File: src/rtl/vend_coin_if.sv
// Coin bus between a payment initiator and the vending machine.
// Carries the payment request handshake, the coin/sell/change exchange with
// the machine, and the completion report.
//   req_valid/req_amt/req_ready : payment request handshake
//   coin                        : coin code toward the machine
//   sell/change                 : machine response
//   busy/done/done_*            : payment status and outcome
interface vend_coin_if #(
    parameter int unsigned AMT_W = 4
);
    logic             req_valid;
    logic [AMT_W-1:0] req_amt;
    logic             req_ready;
    logic [1:0]       coin;
    logic             sell;
    logic [1:0]       change;
    logic             busy;
    logic             done;
    logic             done_err;
    logic [1:0]       done_change;
    logic [AMT_W-1:0] done_coins;
    logic [AMT_W-1:0] done_left;

    // Payer side
    modport master (
        input  req_valid, req_amt, sell, change,
        output req_ready, coin, busy, done, done_err, done_change,
               done_coins, done_left
    );

    // Front-end / machine side
    modport slave (
        output req_valid, req_amt, sell, change,
        input  req_ready, coin, busy, done, done_err, done_change,
               done_coins, done_left
    );
endinterface

File: src/rtl/vend_coin_payer.sv
// Customer-side coin payer: takes a payment request in half-units, feeds
// coins (greedy 1.0 then 0.5) one per slot to the vending machine, watches
// for sell/change and reports the outcome with a one-cycle done pulse.
// Ports:
//   clk   : clock, rising edge
//   rstn  : asynchronous active-low reset
//   bus   : vend_coin_if master (request in, coin out, sell/change in,
//           busy/done/done_* out); every output is registered
module vend_coin_payer #(
    parameter int unsigned AMT_W   = 4,
    parameter int unsigned GAP     = 1,
    parameter int unsigned TIMEOUT = 8
) (
    input  logic         clk,
    input  logic         rstn,
    vend_coin_if.master  bus
);

    localparam int unsigned TMR_W    = $clog2(TIMEOUT + 1);
    localparam int unsigned GAP_W    = (GAP > 1) ? $clog2(GAP) : 1;
    localparam int unsigned GAP_LAST = (GAP > 0) ? GAP - 1 : 0;

    typedef enum logic [2:0] {
        S_IDLE,
        S_SEND,
        S_GAP,
        S_WAIT,
        S_DONE
    } state_t;

    state_t             state, state_d;
    logic [AMT_W-1:0]   rem, rem_d;
    logic [AMT_W-1:0]   coins, coins_d;
    logic [TMR_W-1:0]   timer, timer_d;
    logic [GAP_W-1:0]   gap_cnt, gap_d;
    logic [AMT_W-1:0]   coin_val;
    logic [1:0]         coin_d;
    logic               err_d;
    logic               sold;

    logic               req_ready_q;
    logic [1:0]         coin_q;
    logic               busy_q;
    logic               done_q;
    logic               done_err_q;
    logic [1:0]         done_change_q;
    logic [AMT_W-1:0]   done_coins_q;
    logic [AMT_W-1:0]   done_left_q;

    // Next-state and datapath update
    always_comb begin
        state_d  = state;
        rem_d    = rem;
        coins_d  = coins;
        timer_d  = timer;
        gap_d    = gap_cnt;
        err_d    = 1'b0;
        sold     = 1'b0;
        coin_val = (rem >= AMT_W'(2)) ? AMT_W'(2) : AMT_W'(1);
        coin_d   = 2'b00;

        case (state)
            S_IDLE: begin
                if (bus.req_valid && req_ready_q) begin
                    rem_d   = bus.req_amt;
                    coins_d = '0;
                    timer_d = '0;
                    if (bus.req_amt == '0) begin
                        state_d = S_DONE;
                        err_d   = 1'b1;
                    end else begin
                        state_d = S_SEND;
                    end
                end
            end
            S_SEND: begin
                // The coin on the wire this cycle is always counted, even if
                // the machine sells on it.
                rem_d   = rem - coin_val;
                coins_d = coins + AMT_W'(1);
                if (bus.sell) begin
                    state_d = S_DONE;
                    sold    = 1'b1;
                end else if (GAP > 0) begin
                    state_d = S_GAP;
                    gap_d   = '0;
                end else if (rem_d != '0) begin
                    state_d = S_SEND;
                end else begin
                    state_d = S_WAIT;
                end
            end
            S_GAP: begin
                if (bus.sell) begin
                    state_d = S_DONE;
                    sold    = 1'b1;
                end else if (gap_cnt == GAP_W'(GAP_LAST)) begin
                    state_d = (rem != '0) ? S_SEND : S_WAIT;
                end else begin
                    gap_d = gap_cnt + GAP_W'(1);
                end
            end
            S_WAIT: begin
                if (bus.sell) begin
                    state_d = S_DONE;
                    sold    = 1'b1;
                end else begin
                    timer_d = timer + TMR_W'(1);
                    if (timer_d == TMR_W'(TIMEOUT)) begin
                        state_d = S_DONE;
                        err_d   = 1'b1;
                    end
                end
            end
            S_DONE: begin
                state_d = S_IDLE;
            end
            default: begin
                state_d = S_IDLE;
            end
        endcase

        // Coin register is loaded on entry to SEND so it is on the wire
        // exactly during the SEND cycle.
        if (state_d == S_SEND) begin
            coin_d = (rem_d >= AMT_W'(2)) ? 2'b10 : 2'b01;
        end
    end

    // State, datapath and registered outputs
    always_ff @(posedge clk or negedge rstn) begin
        if (!rstn) begin
            state         <= S_IDLE;
            rem           <= '0;
            coins         <= '0;
            timer         <= '0;
            gap_cnt       <= '0;
            req_ready_q   <= 1'b1;
            coin_q        <= 2'b00;
            busy_q        <= 1'b0;
            done_q        <= 1'b0;
            done_err_q    <= 1'b0;
            done_change_q <= 2'b00;
            done_coins_q  <= '0;
            done_left_q   <= '0;
        end else begin
            state       <= state_d;
            rem         <= rem_d;
            coins       <= coins_d;
            timer       <= timer_d;
            gap_cnt     <= gap_d;
            req_ready_q <= (state_d == S_IDLE);
            coin_q      <= coin_d;
            busy_q      <= (state_d != S_IDLE);
            done_q      <= (state_d == S_DONE);
            // Outcome is captured on the way into DONE and held afterwards
            if (state_d == S_DONE && state != S_DONE) begin
                done_err_q    <= err_d;
                done_change_q <= sold ? bus.change : 2'b00;
                done_coins_q  <= coins_d;
                done_left_q   <= rem_d;
            end
        end
    end

    assign bus.req_ready   = req_ready_q;
    assign bus.coin        = coin_q;
    assign bus.busy        = busy_q;
    assign bus.done        = done_q;
    assign bus.done_err    = done_err_q;
    assign bus.done_change = done_change_q;
    assign bus.done_coins  = done_coins_q;
    assign bus.done_left   = done_left_q;

endmodule

File: src/flat_wrapper.sv
// flat-port wrapper written by rule: the top's interface ports become plain ports
module vend_coin_payer_flat 
#(
    parameter int unsigned AMT_W   = 4,
    parameter int unsigned GAP     = 1,
    parameter int unsigned TIMEOUT = 8
)
  (clk, rstn, bus_req_valid, bus_req_amt, bus_sell, bus_change, bus_req_ready, bus_coin, bus_busy, bus_done, bus_done_err, bus_done_change, bus_done_coins, bus_done_left);
  vend_coin_if #(.AMT_W(AMT_W)) bus_i ();
  input  logic clk;
  input  logic rstn;
  input wire logic [$bits(bus_i.req_valid)-1:0] bus_req_valid;
  input wire logic [$bits(bus_i.req_amt)-1:0] bus_req_amt;
  input wire logic [$bits(bus_i.sell)-1:0] bus_sell;
  input wire logic [$bits(bus_i.change)-1:0] bus_change;
  output wire logic [$bits(bus_i.req_ready)-1:0] bus_req_ready;
  output wire logic [$bits(bus_i.coin)-1:0] bus_coin;
  output wire logic [$bits(bus_i.busy)-1:0] bus_busy;
  output wire logic [$bits(bus_i.done)-1:0] bus_done;
  output wire logic [$bits(bus_i.done_err)-1:0] bus_done_err;
  output wire logic [$bits(bus_i.done_change)-1:0] bus_done_change;
  output wire logic [$bits(bus_i.done_coins)-1:0] bus_done_coins;
  output wire logic [$bits(bus_i.done_left)-1:0] bus_done_left;
  assign bus_i.req_valid = bus_req_valid;
  assign bus_i.req_amt = bus_req_amt;
  assign bus_i.sell = bus_sell;
  assign bus_i.change = bus_change;
  assign bus_req_ready = bus_i.req_ready;
  assign bus_coin = bus_i.coin;
  assign bus_busy = bus_i.busy;
  assign bus_done = bus_i.done;
  assign bus_done_err = bus_i.done_err;
  assign bus_done_change = bus_i.done_change;
  assign bus_done_coins = bus_i.done_coins;
  assign bus_done_left = bus_i.done_left;
  vend_coin_payer #(.AMT_W(AMT_W), .GAP(GAP), .TIMEOUT(TIMEOUT)) u_core (.clk(clk), .rstn(rstn), .bus(bus_i));
endmodule
File: config.mk
export PLATFORM = sky130hd
export DESIGN_NAME = vend_coin_payer_flat
export DESIGN_NICKNAME = d
export VERILOG_FILES = /design/src/rtl/vend_coin_if.sv /design/src/rtl/vend_coin_payer.sv /design/src/flat_wrapper.sv
export SDC_FILE = /design/constraint.sdc
export NUM_CORES = 1
export LEC_CHECK = 0
export BUFFER_PORTS_ARGS = -buffer_cell sky130_fd_sc_hd__buf_2
export CORE_ASPECT_RATIO = 1.75
export CORE_MARGIN = 8
export CORE_UTILIZATION = 55
export DETAILED_ROUTE_END_ITERATION = 6
export PLACE_DENSITY_LB_ADDON = 0.05
export SYNTH_ARGS = -nofsm -noshare
export SYNTH_HDL_FRONTEND = slang
export SYNTH_SLANG_ARGS = --single-unit
export TNS_END_PERCENT = 100
File: constraint.sdc
create_clock -name clk -period 2.6 [get_ports clk]
set_input_delay 0.13 -clock clk [delete_from_list [all_inputs] [get_ports clk]]
set_output_delay 0.13 -clock clk [all_outputs]
set_load 0.05 [all_outputs]
## Yosys cells after proc, flatten, opt, wreduce, memory -nomap -nowiden

Cells that the tools add are included.

| cells by class | value |
|---|---|
| add/subtract/negate cells | 4 |
| $lt $le $gt $ge | 2 |
| equality and inequality tests | 11 |
| mux-type cells | 31 |
| reduce and logical (&&, ||, !) cells | 12 |

Operators with widths:

| operator | count |
|---|---|
| one-hot mux 4 bit (2 select lines) | 3 |
| two-way mux 3 bit | 7 |
| two-way mux 4 bit | 4 |
| one-hot mux 3 bit (4 select lines) | 1 |
| two-way mux 2 bit | 5 |
| two-way mux 1 bit | 9 |
| adder 4 x 1 -> 4 bit (second input constant) | 2 |
| >= comparator 4 x 2 -> 1 bit (second input constant) | 2 |
| == test 3 x 1 -> 1 bit (second input constant) | 2 |
| == test 3 x 2 -> 1 bit (second input constant) | 2 |
| logical NOT 3 bit | 2 |
| != test 2 bit (second input constant) | 3 |
| AND reduction 3 bit | 2 |
| == test 4 bit (second input constant) | 1 |
| logical NOT 4 bit | 1 |
| one-hot mux 1 bit (2 select lines) | 2 |
| nonzero test 2 bit | 2 |
| nonzero test 4 bit | 1 |
| subtractor 4 bit | 1 |
| == test 3 bit (second input constant) | 1 |
| != test 3 bit (second input constant) | 1 |
| nonzero test 3 bit | 1 |
| OR reduction 3 bit | 1 |
| logical AND 1 bit | 2 |
| 2 further kinds | 2 |

| storage, ports and cells | value |
|---|---|
| register bits after elaboration | 32 |
| input bits | 10 |
| output and inout port bits | 16 |
| logic and storage cells | 73 |

## Logic depth before layout (Yosys ltp)

Gate-level depths: netlist of the first run.

| logic depth | value |
|---|---|
| word-level depth | 7 |
| depth in mapped cells | 8 |

## Least setup slack after synthesis of the first run

OpenSTA, ideal clock, no wires.

| timing path | value |
|---|---|
| path kind | register to register |
| from | register u_core.req_ready_q (netlist: u_core.bus.req_ready) |
| to | register u_core.done_coins_q[2] (netlist: u_core.bus.done_coins[2]) |
| setup time | 0.125 ns |
| arrival time | 1.869 ns |
| slack | 0.606 ns |
| stages on the path, launching flop included | 7 |
| cells stage by stage | dfstp_2 > nand2_1 > nor4_4 > a211oi_1 > nor3_4 > buf_6 > mux2_4 |

| on the way | value |
|---|---|
| cells in the longest elaborated chain, start to end | 5 |
| elaborated cells between the ends (all ways) | 7 |
| those cells by class | eq/ne: 1; mux: 4; reduce/logical: 2 |

RTL lines:

| item | line | RTL |
|---|---|---|
| from (decl) | vend_coin_payer.sv:41 | `logic req_ready_q;` |
| from (signal assigned) | vend_coin_payer.sv:152 | `req_ready_q <= (state_d == S_IDLE);` |
| logical AND 1 bit | vend_coin_payer.sv:64 | `if (bus.req_valid && req_ready_q) begin` |
| two-way mux 3 bit | vend_coin_payer.sv:64 |  |
| one-hot mux 3 bit (4 select lines) | vend_coin_payer.sv:62 | `case (state)` |
| named net u_core.state_d[2] | vend_coin_payer.sv:31 | `state_t state, state_d;` |
| == test 3 bit | vend_coin_payer.sv:157 | `if (state_d == S_DONE && state != S_DONE) begin` |
| logical AND 1 bit | vend_coin_payer.sv:157 |  |
| to (signal assigned) | vend_coin_payer.sv:160 | `done_coins_q <= coins_d;` |
| to (decl) | vend_coin_payer.sv:47 | `logic [AMT_W-1:0] done_coins_q;` |

The timed path passes the listed nets, and every way through them passes these cells.
A chain may end at the register's enable or synchronous reset.

## Final worst setup path of the first run

| timing path | value |
|---|---|
| from | register u_core.state[0] |
| to | register u_core.done_coins_q[3] (netlist: u_core.bus.done_coins[3]) |

| on the way | value |
|---|---|
| cells in the longest elaborated chain, start to end | 5 |
| elaborated cells between the ends (all ways) | 14 |
| those cells by class | eq/ne: 5; mux: 7; reduce/logical: 2 |

RTL lines:

| item | line | RTL |
|---|---|---|
| from (decl) | vend_coin_payer.sv:31 |  |
| from (signal assigned) | vend_coin_payer.sv:147 | `state <= state_d;` |
| two-way mux 3 bit (on tied branches) | vend_coin_payer.sv:109, vend_coin_payer.sv:97 |  |
| two-way mux 3 bit (on tied branches) | vend_coin_payer.sv:104, vend_coin_payer.sv:94 |  |
| one-hot mux 3 bit (4 select lines) | vend_coin_payer.sv:62 |  |
| == test 3 bit | vend_coin_payer.sv:157 |  |
| logical AND 1 bit | vend_coin_payer.sv:157 |  |

Parallel ways exist; a longest one is shown, timed or not.

==> metrics.md, run 1 <==
| Metric | Value |
|---|---|
| Status | `finished clean` |
| Post-route ant nets | `0` |
| Largest stage delay on the critical path | `0.64 ns` |
| Final worst path period need | `2.148 ns` |
| FMAX | `between 0.4 and 0.5 GHz` |
| Initial antenna violation count | `0` |
| Critical Path Source Type | `flip-flop` |
| Drt wl/cell | `about 17 µm` |
| CP Class | `flip-flop to flip-flop` |
| Initial Util | `57.16%` |
| Number of synthesized register bits | `31` |
| Post-Synthesis Cells | `145` |
| CTS root buf | `clkbuf_8` |
| Setup_tns | `0 ns` |
| First-pass DRT Iterations | `4` |
| Yosys cell types | `43` |
| Layout cells sized above 1 | `29.78%` |
| Cells after DPL | `196` |
| EDFF count, synth | `0` |
| Least-Margin Pin Slew | `about 0.68 ns` |
| Final Hold Violating Endpoints | `0` |
| GP Congestion | `0.8520` |
| Syn_nets | `158` |
| DP HPWL | `approximately 2800 µm` |
| Final nets | `between 150 and 200` |
| Hold Path Depth | `3` |
| Finished Layout Cells | `205` |
| Worst r2r path cells | `6` |
| # IOs | `26` |
| CP bufs+invs | `1` |
| DRT iter0 DRCs | `25` |
| Clock Tree Buf Depth | `2` |
| Commonest cells after routing, fill and taps aside | `dfrtp_1, buf_2, nand2_1, o21ai_0, inv_1` |
| Gr ovfl total | `0` |
| Slew Viols, Final | `0` |
| GRT Overall Usage | `15.85%` |
| Largest net degree at the start of global routing | `32` |
| Rows | `25` |
| Crit path depth | `6` |
| IO Port Bufs | `25` |
| Mapped Area | `1538 µm²` |
| DR vias/cell | `6.141` |
| Final critical-path share of the clock period | `roughly 83%` |
| Setup ws final | `0.4520 ns` |
| Mapped Avg Cell Area | `10.60 µm²` |
| Setup Skew | `~0.010 ns` |
| Crit path cell chain | `nand3_1 > a21oi_1 > nor3_2 > nor3_4 > buf_4 > mux2_2` |
| Main synth FF type | `dfrtp_1` |
| Pleak | `between 0.8 and 0.9 nW` |
| Slew HR | `54.57%` |
| Final Hold Slack | `0.05696 ns` |
| Crit path max-delay cell type | `dfrtp_1` |
| CTS sink cnt | `31` |
| Met3 wire len | `191 µm` |
| CTS H-tree depth | `2` |
| CP delay by family, top | `flip-flops` |
| Worst-Skew Late Latency | `0.29 ns` |
| Area Overhead vs Synth | `16.52%` |
| Nature of the critical path endpoint | `flip-flop` |
| Reg clk slew, reported paths | `approximately 0.070 ns` |
| Max cap viols | `0` |
| DR WL met2 | `~1800 µm` |
| Vias | `between 1k and 1.5k` |
| Post-CTS sizing | `0` |
| Cell Pwr Density | `1353 nW/µm²` |
| Register area share after synthesis | `50.53%` |
| Crit path required time | `approximately 2.8 ns` |
| RSZ-0062 raised after global routing | `false` |
| Yosys Warn Count | `0` |
| Routed metal-1 wirelength | `1330 µm` |
| Most common cell after layout, fill and taps aside | `dfrtp_1` |
| Die height | `85.95 µm` |
| Number of fill cells in the layout | `214` |
| Async S/R FF share, synth | `100.0%` |
| DR top layer | `met4` |
| Die area | `slightly below 5000 µm²` |
| Core region area | `2690 µm²` |
| Final setup fails | `0` |
| WL final | `3559 µm` |
| Diode count | `0` |
| CTS Buf Count | `5` |
| Vias in the first global route | `about 1.4k` |
| Die width | `55.97 µm` |
| DRC | `0` |
| Critical Path AT | `2.32 ns` |
| Setup slack at placement | `0.3589 ns` |
| Crit-path max FO | `15` |
| Peak supply drop | `0.8548 mV` |
| Path type of the worst min-delay path | `primary input to flip-flop` |
| CTS tree | `yes` |
| First-pass GRT wire length | `about 6100 µm` |
==> routing by layer <==
layer  track usage [%]  vias up
met1             14.89      600
met2             26.85       57
met3             4.586       19
li1                  -      583
met4             14.07        0
met5                 0        -
==> layout make-up <==
type	count	area, µm²	area share (%)
clock buffers	5	68.82	3.841
clock inverters	3	20.02	1.117
inverters	9	33.78	1.885
multi-input cells	100	693.2	38.69
flip-flops and latches	31	777.0	43.37
well taps	27	33.78	1.885
repair buffers	30	165.2	9.218
==> state kept, by name (all words and copies together), names as in the netlist, 2 cells and up <==
register	cells
u_core.rem	4
u_core.bus.done_change	2
u_core.state	3
u_core.bus.done_left	4
u_core.bus.done_coins	4
u_core.bus.coin	2
u_core.timer	4
u_core.coins	4
==> cells in the mapped netlist (2+ instances only) <==
master    count  area share, %
dfrtp_1      30             49
o22a_1        2            1.1
nand3b_1      3            1.5
nor2_1        7            1.7
a21oi_1       4            1.3
nand3_1       8            2.6
nand2_1      18            4.4
buf_6         2            1.5
mux2_4        4            3.9
a22o_1        3            1.7
nor3_1        3           0.98
a31oi_1       2           0.81
o21ai_0      11            3.6
a211oi_1      2           0.98
and2_1        2           0.81
inv_1         9            2.2
mux2_2        4            2.9
ha_1          3            2.4
mux2i_1       2            1.3
clkbuf_1      3           0.73
==> cells by family (layout without fill, tap and decap cells) <==
family / after synthesis / in the layout / synth area share, %
compound gates: 32 / 32 / 13.75
mux: 10 / 10 / 8.137
buf+inv: 14 / 47 / 4.394
fa+ha+maj: 3 / 3 / 2.441
flops: 31 / 31 / 50.53
simple gates: 55 / 55 / 20.75
==> worst reg2reg max path, stage by stage, from the launching register on <==
cell	delay [ns]
dfrtp_1	0.64
nand3_1	0.14
a21oi_1	0.23
nor3_2	0.10
nor3_4	0.32
buf_4	0.26
mux2_2	0.35
==> power by group <==
group          switching (mW)  total [mW]  internal, mW
Clock                   0.188       0.373         0.186
Combinational           0.811        1.21         0.396
Sequential              0.173       0.844         0.671
Total                    1.17        2.42          1.25
==> metrics by stage <==
| stage | total power [mW] | instance area (µm²) | util, % |
|---|---|---|---|
| 2_1_floorplan | 1.744 | 1538 | - |
| 3_3_place_gp | 2.031 | 1693 | 62.93 |
| 3_5_place_dp | 2.055 | 1693 | 62.93 |
| 4_1_cts | 2.437 | 1792 | 66.60 |
| 5_1_grt | 2.577 | 1792 | 66.60 |
| 6_report | 2.424 | 1792 | 66.60 |
==> worst paths after layout <==
| check | start | endpoint | slack, ns |
|---|---|---|---|
| worst max register to register | u_core.state[0]$_DFF_PN0_ | u_core.bus.done_coins[3]$_DFFE_PN0P_ | 0.45 |
| worst min register to register | u_core.timer[3]$_DFFE_PN0P_ | u_core.timer[3]$_DFFE_PN0P_ | 0.50 |
| worst min-delay path | bus_change[0] | u_core.bus.done_change[0]$_DFFE_PN0P_ | 0.06 |
| max in group asynchronous | rstn | u_core.rem[3]$_DFF_PN0_ | 1.74 |
| worst max-delay path | u_core.state[0]$_DFF_PN0_ | u_core.bus.done_coins[3]$_DFFE_PN0P_ | 0.45 |
| min in group asynchronous | rstn | u_core.bus.done_left[1]$_DFFE_PN0P_ | 0.42 |
==> timing repair <==
action                                 4_1_cts  5_1_grt
setup buffers                                0        0
hold buffers                                 1        0
endpoints found under the hold margin       30        0
No activity file was read; power rests on OpenSTA's default activity.
==> inputs of run 2 (changes only) <==
- ABC_AREA: not set -> 1
- CORE_UTILIZATION: 55 -> 50
- clock period: 2.6 -> 1.8 ns (I/O delays scaled with it)
==> run 2 against run 1 <==
  * Core utilization is 5.5 points lower
  * Combinational power is 53% higher
  * Clock power is 89% higher
  * Total power is 53% higher
  * Final area is 4.8% higher
  * Die area is 10% higher
  * Sequential power is 37% higher
  * Global-route usage is 0.33 points higher
  * Sequential cell count stayed put
  * Setup slack worse by 0.24 ns
  * Register-to-register slack worse by 0.24 ns
  * Final cell count is 35% higher
  * Highest routed layer unchanged
==> metrics.md, run 2 <==
| Metric | Value |
|---|---|
| Status | `finished clean` |
| Register area | `777.0 µm²` |
| Vias | `1422` |
| Initial antenna violation count | `0` |
| Syn_nets | `around 210` |
| Diode count | `0` |
| Cell Pwr Density | `1974 nW/µm²` |
| Yosys Warn Count | `0` |
| DRT iter0 DRCs | `37` |
| Die height | `90.43 µm` |
| # IOs | `26` |
| CP bufs+invs | `1` |
| Area of the multi-input gates | `roughly 700 µm²` |
| Drt wl/cell | `13.61 µm` |
| Final critical-path share of the clock period | `between 80% and 90%` |
| Rows | `27` |
| EDFF count, synth | `0` |
| Critical Path AT | `1.80 ns` |
| Mapped Avg Cell Area | `7.874 µm²` |
| Crit path max-delay cell type | `dfrtp_1` |
| Nature of the critical path endpoint | `flip-flop` |
| Vias in the first global route | `1504` |
| CTS sink cnt | `31` |
| Die area | `5293 µm²` |
| Peak supply drop | `between 1 and 1.5 mV` |
| Largest net degree at the start of global routing | `32` |
| Path type of the worst min-delay path | `primary input to flip-flop` |
| Final setup fails | `0` |
| Pleak | `1.065 nW` |
| Critical Path Source Type | `flip-flop` |
| Max cap viols | `0` |
| Crit path required time | `roughly 2.0 ns` |
| Commonest cells after routing, fill and taps aside | `nand2_1, dfrtp_1, nand3_1, buf_2, nor2_1` |
| Mapped Area | `1583 µm²` |
| Placed cell areas | `approximately 1700 µm²` |
| DRC | `0` |
| Top post-synthesis cells by area | `dfrtp_1, nand2_1, nand3_1` |
| Post-route ant nets | `0` |
| Initial Util | `51.49%` |
| CTS Buf Count | `5` |
| Synth area leader | `dfrtp_1` |
| Setup Skew | `0.009606 ns` |
| Finished Cell Area | `1878 µm²` |
| Die width | `58.53 µm` |
| Least-Margin Pin Slew | `between 0.6 and 0.7 ns` |
| Crit-path max FO | `5` |
| Final Hold Violating Endpoints | `0` |
| CTS H-tree depth | `2` |
| Register area share after synthesis | `49.09%` |
| GRT Overall Usage | `16.17%` |
| RSZ-0062 raised after global routing | `false` |
| Largest stage delay on the critical path | `0.43 ns` |
| WL final | `~3800 µm` |
| Layout cells sized above 1 | `21.89%` |
| DP HPWL | `2907 µm` |
| CTS tree | `yes` |
| IO Port Bufs | `25` |
| Post-synth top cells | `nand2_1, dfrtp_1, nand3_1` |
| Area Overhead vs Synth | `18.66%` |
| Most common cell after layout, fill and taps aside | `nand2_1` |
| First-pass DRT Iterations | `4` |
| Slew Viols, Final | `0` |
| Final nets | `around 250` |
| FMAX | `0.6298 GHz` |
| CTS root buf | `clkbuf_8` |
| Top cell type's share of synthesized area | `47.43%` |
| Main synth FF type | `dfrtp_1` |
| Yosys cell types | `22` |
| Gr ovfl total | `0` |
| Clock Tree Buf Depth | `2` |
| DR vias/cell | `5.152` |
| Core region area | `3074 µm²` |
| First-pass GRT wire length | `6610 µm` |
| CP delay by family, top | `simple AND/OR/NAND/NOR gates` |
| CP Class | `flip-flop to flip-flop` |
| Slew HR | `53.66%` |
| Worst-Skew Late Latency | `slightly below 0.3 ns` |
| GP Congestion | `0.8480` |
| Post-Synthesis Cells | `201` |
| Crit path cell chain | `nor2_2 > nand2_1 > nand2_1 > ha_1 > inv_1 > nand2_1 > nand2_1 > nand2_1 > nand3b_1 > nor2_1 > nand2_1 > nor2_1` |
| Crit-path most repeated cell | `nand2_1` |
| Setup_tns | `0 ns` |
| Async S/R FF share, synth | `100.0%` |
| Number of synthesized register bits | `31` |
| Final worst path period need | `around 1.6 ns` |
| Number of fill cells in the layout | `295` |
| Most frequent cell after synthesis | `nand2_1` |
| Reg clk slew, reported paths | `~0.070 ns` |
-- run 2: final cells by class --
cell class / instances / area share [%]
Sequential cell: 31 / 41.37
Multi-Input combinational cell: 147 / 37.91
Timing Repair Buffer: 27 / 7.595
Clock buffer: 6 / 4.397
Inverter: 20 / 3.997
Tap cell: 43 / 2.865
Clock inverter: 2 / 1.865
-- run 2: power by group --
group | internal [mW] | switching (mW)
Combinational | 0.483 | 1.36
Clock | 0.447 | 0.257
Sequential | 0.967 | 0.191
Total | 1.90 | 1.81
-- run 2: final timing paths --
path                       depth (start not counted)                                  start                                     to  slack (ns)
setup / recovery                                  12                u_core.rem[2]$_DFF_PN0_           u_core.bus.coin[0]$_DFF_PN0_        0.21
hold / removal                                     3                          bus_change[1]  u_core.bus.done_change[1]$_DFFE_PN0P_       0.009
setup reg to reg                                  12                u_core.rem[2]$_DFF_PN0_           u_core.bus.coin[0]$_DFF_PN0_        0.21
hold reg to reg                                    2  u_core.bus.done_change[0]$_DFFE_PN0P_  u_core.bus.done_change[0]$_DFFE_PN0P_        0.51
max in group asynchronous                          2                                   rstn              u_core.bus.done$_DFF_PN0_        0.96
min in group asynchronous                          2                                   rstn                u_core.rem[3]$_DFF_PN0_        0.38
-- run 2: per-stage QoR --
| stage | std cells | hold WS, ns | setup WS (ns) | total power, mW | utilization (%) |
|---|---|---|---|---|---|
| floorplan | 201 | -0.2056 | 0.2299 | 2.555 | - |
| global placement | 267 | 0.1709 | 0.1616 | 2.973 | 56.70 |
| detailed placement | 267 | 0.1792 | 0.09680 | 3.003 | 56.70 |
| CTS | 276 | 0.003642 | 0.07120 | 3.726 | 60.85 |
| global route | 276 | 0.007374 | 0.02915 | 3.988 | 61.09 |
| finish | 276 | 0.008553 | 0.2123 | 3.707 | 61.09 |
-- run 2: what timing repair did --
action | 4_1_cts | 5_1_grt
hold buffers | 1 | 0
setup buffers | 0 | 0
resized for setup | 0 | 2
endpoints found under the setup margin | 0 | 12
endpoints found under the hold margin | 30 | 0
-- run 2: per-layer routing --
layer	wire (µm)	global-route usage, %	share of wire, %
met1	1416	15.86	38
met2	2008	28.43	53
met3	167	4.422	4.4
met4	162	9.671	4.3
met5	0	0	0
-- run 2: tightest hold or removal path: cells and delay by family --
kind | cells | cell delay [ns]
and+or+nand+nor | 2 | 0.10
buffers and inverters | 1 | 0.08
-- run 2: kinds of logic (layout without fill, tap and decap cells) --
| logic type | count (synthesis) | count (layout) | synth area share (%) |
|---|---|---|---|
| and+or+nand+nor | 132 | 132 | 37.55 |
| DFF | 31 | 31 | 49.09 |
| buffers and inverters | 23 | 55 | 6.403 |
| xor gates and xnor gates | 2 | 2 | 1.107 |
| AOI/OAI and AO/OA | 10 | 10 | 3.479 |
| adders and majority gates | 3 | 3 | 2.372 |
